<file path="src/rtl/regfile_pkg.sv">
// Shared types and default sizing for the register-file dump reader.
// The sequencer state encoding lives here so the bench and RTL agree on it.
package regfile_pkg;

    localparam int NREGS_DEF  = 8;
    localparam int ADDR_W_DEF = 3;
    localparam int DATA_W_DEF = 32;

    typedef enum logic [1:0] {
        ST_IDLE = 2'd0,
        ST_SCAN = 2'd1,
        ST_SEND = 2'd2,
        ST_DONE = 2'd3
    } state_t;

endpackage

</file>
<file path="src/rtl/regfile_mask_prienc.sv">
// Lowest-set-bit encoder over the pending register mask.
// Also flags when exactly one bit remains, which marks the final beat of a dump.
module regfile_mask_prienc
    import regfile_pkg::*;
#(
    parameter int NREGS  = NREGS_DEF,
    parameter int ADDR_W = ADDR_W_DEF
) (
    input  logic [NREGS-1:0]  mask,
    output logic              found,
    output logic [ADDR_W-1:0] idx,
    output logic              single
);

    always_comb begin
        found = |mask;
        idx   = '0;
        // Descending scan so the lowest set bit is the final assignment.
        for (int i = NREGS - 1; i >= 0; i--) begin
            if (mask[i]) idx = ADDR_W'(i);
        end
        single = found && ((mask & (mask - NREGS'(1))) == '0);
    end

endmodule

</file>
<file path="src/rtl/regfile_dump_reader.sv">
// Read-side sequencer that walks a masked subset of the register file in
// ascending index order and streams each value as one valid/ready beat.
//
// state | meaning
// IDLE  | waiting for start; outputs idle, beats_sent holds last count
// SCAN  | rd_addr = lowest pending index; capture rd_data into the beat
// SEND  | beat presented; held until accepted
// DONE  | one-cycle done pulse after the final beat
module regfile_dump_reader
    import regfile_pkg::*;
#(
    parameter int NREGS  = NREGS_DEF,
    parameter int ADDR_W = ADDR_W_DEF,
    parameter int DATA_W = DATA_W_DEF
) (
    input  logic              clk,
    input  logic              clear_n,
    input  logic              start,
    input  logic [NREGS-1:0]  reg_mask,
    input  logic              abort,
    output logic [ADDR_W-1:0] rd_addr,
    input  logic [DATA_W-1:0] rd_data,
    output logic              out_valid,
    input  logic              out_ready,
    output logic [DATA_W-1:0] out_data,
    output logic [ADDR_W-1:0] out_idx,
    output logic              out_last,
    output logic              busy,
    output logic              done,
    output logic [ADDR_W:0]   beats_sent
);

    state_t              state, state_n;
    logic [NREGS-1:0]    pending, pending_n;
    logic [ADDR_W-1:0]   rd_addr_q, rd_addr_q_n;
    logic [DATA_W-1:0]   out_data_n;
    logic [ADDR_W-1:0]   out_idx_n;
    logic                out_last_n;
    logic                out_valid_n;
    logic [ADDR_W:0]     beats_sent_n;

    logic                enc_found;
    logic [ADDR_W-1:0]   enc_idx;
    logic                enc_single;
    logic                handshake;

    regfile_mask_prienc #(
        .NREGS  (NREGS),
        .ADDR_W (ADDR_W)
    ) u_prienc (
        .mask   (pending),
        .found  (enc_found),
        .idx    (enc_idx),
        .single (enc_single)
    );

    assign handshake = out_valid && out_ready;
    // The port address follows the encoder only while scanning, otherwise it
    // keeps pointing at the last register read.
    assign rd_addr   = (state == ST_SCAN) ? enc_idx : rd_addr_q;
    assign busy      = (state != ST_IDLE);
    assign done      = (state == ST_DONE) && !abort;

    always_ff @(posedge clk or negedge clear_n) begin
        if (!clear_n) begin
            state      <= ST_IDLE;
            pending    <= '0;
            rd_addr_q  <= '0;
            out_data   <= '0;
            out_idx    <= '0;
            out_last   <= 1'b0;
            out_valid  <= 1'b0;
            beats_sent <= '0;
        end else begin
            state      <= state_n;
            pending    <= pending_n;
            rd_addr_q  <= rd_addr_q_n;
            out_data   <= out_data_n;
            out_idx    <= out_idx_n;
            out_last   <= out_last_n;
            out_valid  <= out_valid_n;
            beats_sent <= beats_sent_n;
        end
    end

    always_comb begin
        state_n      = state;
        pending_n    = pending;
        rd_addr_q_n  = rd_addr_q;
        out_data_n   = out_data;
        out_idx_n    = out_idx;
        out_last_n   = out_last;
        out_valid_n  = out_valid;
        beats_sent_n = beats_sent;

        case (state)
            ST_IDLE: begin
                if (start && !abort) begin
                    beats_sent_n = '0;
                    if (reg_mask != '0) begin
                        pending_n = reg_mask;
                        state_n   = ST_SCAN;
                    end else begin
                        state_n   = ST_DONE;
                    end
                end
            end
            ST_SCAN: begin
                if (enc_found) begin
                    rd_addr_q_n = enc_idx;
                    out_data_n  = rd_data;
                    out_idx_n   = enc_idx;
                    out_last_n  = enc_single;
                    out_valid_n = 1'b1;
                    state_n     = ST_SEND;
                end else begin
                    state_n     = ST_IDLE;
                end
            end
            ST_SEND: begin
                if (handshake) begin
                    pending_n    = pending & ~(NREGS'(1) << out_idx);
                    beats_sent_n = beats_sent + (ADDR_W + 1)'(1);
                    out_valid_n  = 1'b0;
                    out_last_n   = 1'b0;
                    state_n      = out_last ? ST_DONE : ST_SCAN;
                end
            end
            ST_DONE: begin
                state_n = ST_IDLE;
            end
            default: begin
                state_n = ST_IDLE;
            end
        endcase

        // Abort wins over everything except the beat count of a same-cycle handshake.
        if (abort && state != ST_IDLE) begin
            state_n     = ST_IDLE;
            pending_n   = '0;
            out_valid_n = 1'b0;
            out_last_n  = 1'b0;
        end
    end

endmodule
</file>
<file path="config.mk">
export PLATFORM = sky130hd
export DESIGN_NAME = regfile_dump_reader
export DESIGN_NICKNAME = d
export VERILOG_FILES = /design/src/rtl/regfile_pkg.sv /design/src/rtl/regfile_mask_prienc.sv /design/src/rtl/regfile_dump_reader.sv
export SDC_FILE = /design/constraint.sdc
export NUM_CORES = 1
export LEC_CHECK = 0
export ABC_AREA = 1
export CAP_MARGIN = 20
export CORE_ASPECT_RATIO = 1.75
export CORE_MARGIN = 8
export CORE_UTILIZATION = 50
export CTS_BUF_LIST = sky130_fd_sc_hd__clkbuf_8
export DETAILED_ROUTE_END_ITERATION = 6
export GPL_TIMING_DRIVEN = 1
export PLACE_DENSITY_LB_ADDON = 0.1
export REMOVE_ABC_BUFFERS = 1
export SLEW_MARGIN = 20
export SYNTH_ARGS = -nofsm -noshare
export SYNTH_HDL_FRONTEND = slang
export SYNTH_HIERARCHICAL = 1
export SYNTH_SLANG_ARGS = --single-unit
</file>
<file path="constraint.sdc">
create_clock -name clk -period 2.31 [get_ports clk]
set_input_delay 0.3465 -clock clk [delete_from_list [all_inputs] [get_ports clk]]
set_output_delay 0.3465 -clock clk [all_outputs]
set_load 0.01 [all_outputs]
</file>
[After elaboration in Yosys (flattened, before gate mapping)]
Cells that the tools add are included.
Operators by class
  reductions and logical operators: 19
  eq/ne operators: 9
  add/sub/neg operators: 2
  bitwise gates (word level): 3
  muxes and demuxes: 31
  shifts and indexed selects: 1
Operator list (count)
  $mux W8: 4
  $mux W3: 9
  $and A8 B8 Y8: 2
  $pmux W8 S2: 1
  $mux W2: 6
  $ne A3 B3 Y1 const B: 3
  $logic_not A8 Y1: 1
  $mux W4: 2
  $not A8 Y8: 1
  $pmux W2 S4: 1
  $pmux W4 S2: 1
  $reduce_bool A8 Y1: 1
  $reduce_or A8 Y1: 1
  $shl A1 B3 Y8 const A: 1
  $sub A8 B1 Y8 const B: 1
  $reduce_and A3 Y1: 2
  $reduce_bool A3 Y1: 2
  $logic_and A1 B1 Y1: 5
  $mux W1: 5
  $add A4 B1 Y4 const B: 1
  $eq A2 B2 Y1 const B: 2
  $ne A2 B2 Y1 const B: 2
  $pmux W1 S2: 2
  $reduce_and A2 Y1: 2
  other kinds (6): 7
Storage, ports and cells
  input bits: 45
  word-level logic and storage cells: 72
  flip-flop bits (word level): 51
  output and inout port bits: 46

[Logic depth before layout (Yosys ltp)]
  depth in word-level cells: 9
  mapped depth: 8
  depth with buffers taken out: 8

[By module]
Netlist, hierarchy kept.
By module, submodules not included
  regfile_dump_reader: sequential area each 1276.2 um^2, cells each 217, instances 1, area each 2397.3 um^2
  regfile_mask_prienc: sequential area each 0.0 um^2, cells each 37, instances 1, area each 177.7 um^2

[Least setup slack after synthesis]
Ideal clock, no wire load.
  path type: reg-to-reg
  from: register pending[1]
  to: register out_data[0]
  path slack: 0.811 ns
  stages on the path, launching flop included: 6
  required time: 2.185 ns
  path buffers: 1
  arrival time: 1.374 ns
  setup time: 0.125 ns
  clock period less this slack: 1.499 ns
  cell sequence: dfrtp_1 nor2_4 nand4_1 nand2_4 buf_6 mux2_4
On the way
  cells in the longest elaborated chain, start to end: 2
RTL lines
  start, declared: line regfile_dump_reader.sv:34  | logic [NREGS-1:0] pending, pending_n;
  start signal, assigned: line regfile_dump_reader.sv:76  | pending <= pending_n;
  $reduce_or A8 Y1: line regfile_mask_prienc.sv:16  | found = |mask;
  net enc_found: line regfile_dump_reader.sv:42  | logic enc_found;
  $reduce_and A2 Y1 (no source line)
  end signal, assigned: line regfile_dump_reader.sv:78  | out_data <= out_data_n;
  end, declared: line regfile_dump_reader.sv:25  | output logic [DATA_W-1:0] out_data,
The timed path passes the listed nets, and every way through them passes these cells.
A chain may end at the register's enable or synchronous reset.

[Worst setup path after layout]
  from: register pending[5]
  to: output port rd_addr[1]
On the way
  cells in the longest elaborated chain, start to end: 7
RTL lines
  $mux W3 (6 in series): line regfile_mask_prienc.sv:20  | if (mask[i]) idx = ADDR_W'(i);
  net enc_idx[1]: line regfile_dump_reader.sv:43  | logic [ADDR_W-1:0] enc_idx;
  $mux W3: line regfile_dump_reader.sv:60  | assign rd_addr = (state == ST_SCAN) ? enc_idx : rd_addr_q;
  end, declared: line regfile_dump_reader.sv:21  | output logic [ADDR_W-1:0] rd_addr,
The timed path passes the listed nets, and every way through them passes these cells.

==> impl_metrics.yaml <==
outcome:
  status: "completed"
final_layout:
  final_cell_mix: "clkdlybuf4s50_1, nand2_1, dfrtp_1"
  n_antenna_cell: 0
  area_growth_pct: 42.0
  layout_commonest_cell: "clkdlybuf4s50_1"
  fin_area_um2: 3660
  fin_nets: 398
  drive_gt1_share_pct: 18.1
drt:
  ant_nets: 0
  wirelength_um: 6770
  via_count: 2180
  avgViaCountPerCell: 5.36
  drc: 0
  wl_per_cell_um: 16.6
  drtPass1Iterations: 6
  first_iter_violations: 111
grt:
  grt_max_degree: 52
  grt_usage_pct: 16.7
  grt_pass1_wl_um: 10700
  grt_pass1_vias: 2238
  overflow: 0
  antenna_found_initial: 0
die:
  io_pins: 91
  dieArea_um2: 7790
  initial_core_util_pct: 51.7
  coreArea_um2: 4980
  die_w_um: 70.2
  fp-row-count: 34
  die_h_um: 111
min_path:
  hold_path_class: "in -> async"
run:
  cap_violations: 0
power:
  switchingPower_w: 0.00201
  power.share.clock_pct: 10.4
  p_leak_nw: 1.76
  ir_drop_uv: 1270
  combPwrFrac_pct: 57.1
  power_w: 0.00524
  power_density_nw_per_um2: 1430
  switching_share_pct: 38.4
  p_seq_share_pct: 32.5
  intPower_w: 0.00323
timing:
  finalHoldViolCount: 0
  fin_crit_ns: 2.15
  fin_crit_sh_pct: 93.1
  relSlewSlack_pct: 55.8
  worstMarginPinSlew_ns: 0.663
  fin_skew_ns: 0.0144
  timing.fmax_ghz: 0.465
  fin_tns_setup_ns: 0
  slew_violations: 0
  rsz0062_at_grt: "false"
  setup_viol: 0
worst_setup_path:
  path_max_fanout: 5
  ff2ff_setup_slack_ns: 0.34
  criticalPathCategory: "reg -> out"
  worstRegToRegCells: 6
  cp-start-kind: "flip-flop"
  end_kind: "output pin"
  worst_ep_required_time_ns: 1.96
  arrival_ns: 1.80
  r2r-end: "out_data[6]$_DFFE_PN0N_"
  r2r-start: "pending[0]$_DFFE_PN0P_"
synth:
  synth_async_sr_flop_share_pct: 100
  synth_cell_types: 26
  synth.largest_area_cell: "dfrtp_1"
  ys.flop_type: "dfrtp_1"
  postSynthAreaPerCell_um2: 10.1
  yosysWarnings: 6
  synth_edf_count: 0
  ys_ff_latch: 51
  synth_cells: 254
  synthTopCellsByArea: "dfrtp_1, mux2_4, nand2_1, nand3_1, inv_1"
  ys_seq_area_share_pct: 49.6
  synth_top_area_share_pct: 49.6
  synth_area_um2: 2570
placement:
  dp_hpwl_um: 5060
  placed_area_um2: 3530
  globalplace.congestion: 0.900
  io_buffers: 90
clock_tree:
  numCtsBuffers: 5
  htree_levels: 2
  worstSkewPairLatency_ns: 0.31
  cts_tree: "built"
  clk_pin_slew_ns: 0.10
  clock_sinks: 51
  cts-root-buf: "clkbuf_8"
  ctsLongestPathBuffers: 2
==> cell families (layout without fill, tap and decap cells) <==
logic type / count (synthesis) / count (layout) / synth area share (%)
compound gates: 22 / 22 / 4.62
xor+xnor: 1 / 1 / 0.340
fa+ha+maj: 1 / 1 / 0.486
buf+inv: 27 / 126 / 5.00
flops: 51 / 51 / 49.6
mux: 32 / 32 / 18.4
simple gates: 120 / 120 / 21.6
==> power by group through the flow <==
stage	sequential (W)	combinational [W]	clock, W
after floorplan	0.00181	0.00155	0
after CTS	0.00170	0.00301	0.000567
after global placement	0.00169	0.00296	0
after global routing	0.00176	0.00325	0.000591
final	0.00170	0.00299	0.000548
after detailed placement	0.00169	0.00299	0
==> worst max-delay path: stages, from the launching register on <==
cell and delay, ns:
dfrtp_1 0.42, buf_4 0.15, nor2_2 0.15, o21ai_0 0.13
a21boi_1 0.21, nand2_1 0.07, o21ai_0 0.07, dlygate4sd2_1 0.30
==> sequential cells by signal, indices dropped and copies added (netlist names) <==
signal      cells
out_valid       1
out_last        1
beats_sent      4
pending         8
out_data       32
state           2
rd_addr_q       3
==> stage by stage <==
step / worst slack, ns / util (%) / hold slack, ns / cells
finish: 0.160 / 73.5 / 0.132 / 407
global route: 0.0177 / 73.5 / 0.199 / 407
CTS: 0.0114 / 73.0 / 0.159 / 405
detailed placement: 0.337 / 70.9 / 0.490 / 396
global placement: 0.367 / 70.9 / 0.488 / 396
floorplan: 0.569 / - / 0.0509 / 249
==> per-layer routing <==
| layer | global-route usage [%] | wire, um |
|---|---|---|
| met5 | 0 | 0 |
| met4 | 6.20 | 148 |
| met3 | 6.81 | 568 |
| met2 | 28.6 | 3500 |
| met1 | 17.5 | 2550 |
==> final cells by class <==
class                      count  area, um2
clock inverter                 2       16.3
clock buffer                   6       82.6
sequential                    51       1280
multi-input combinational    176       1170
tap                           54       67.6
timing repair buffer          96        957
inverter                      22       82.6
fill                         388       1320
==> synthesized netlist by cell type (all sizes together) (2+ instances only) <==
master and n:
a21boi 2, a21oi 6, buf 5, dfrtp 51, inv 22, mux2 32
nand2 57, nand3 32, nand4 2, nor2 25, nor3 3, o21ai 12
==> what timing repair did <==
item                       CTS  global route
hold buffers                 0             0
pin swaps                    1             0
gates resized for setup      1             5
setup buffers                1             2
setup endpoints to repair    2             2
==> worst max path at each step <==
stage	depth (start not counted)	slack, ns	from	end
floorplan	4	0.57	pending[1]$_DFFE_PN0P_	out_data[4]$_DFFE_PN0N_
global placement	9	0.37	pending[5]$_DFFE_PN0P_	rd_addr[0]
detailed placement	6	0.34	pending[1]$_DFFE_PN0P_	rd_addr[2]
CTS	9	0.01	pending[5]$_DFFE_PN0P_	rd_addr[0]
global route	7	0.02	pending[5]$_DFFE_PN0P_	rd_addr[1]
finish	7	0.16	pending[5]$_DFFE_PN0P_	rd_addr[1]
(Power assumes the default switching activity.)
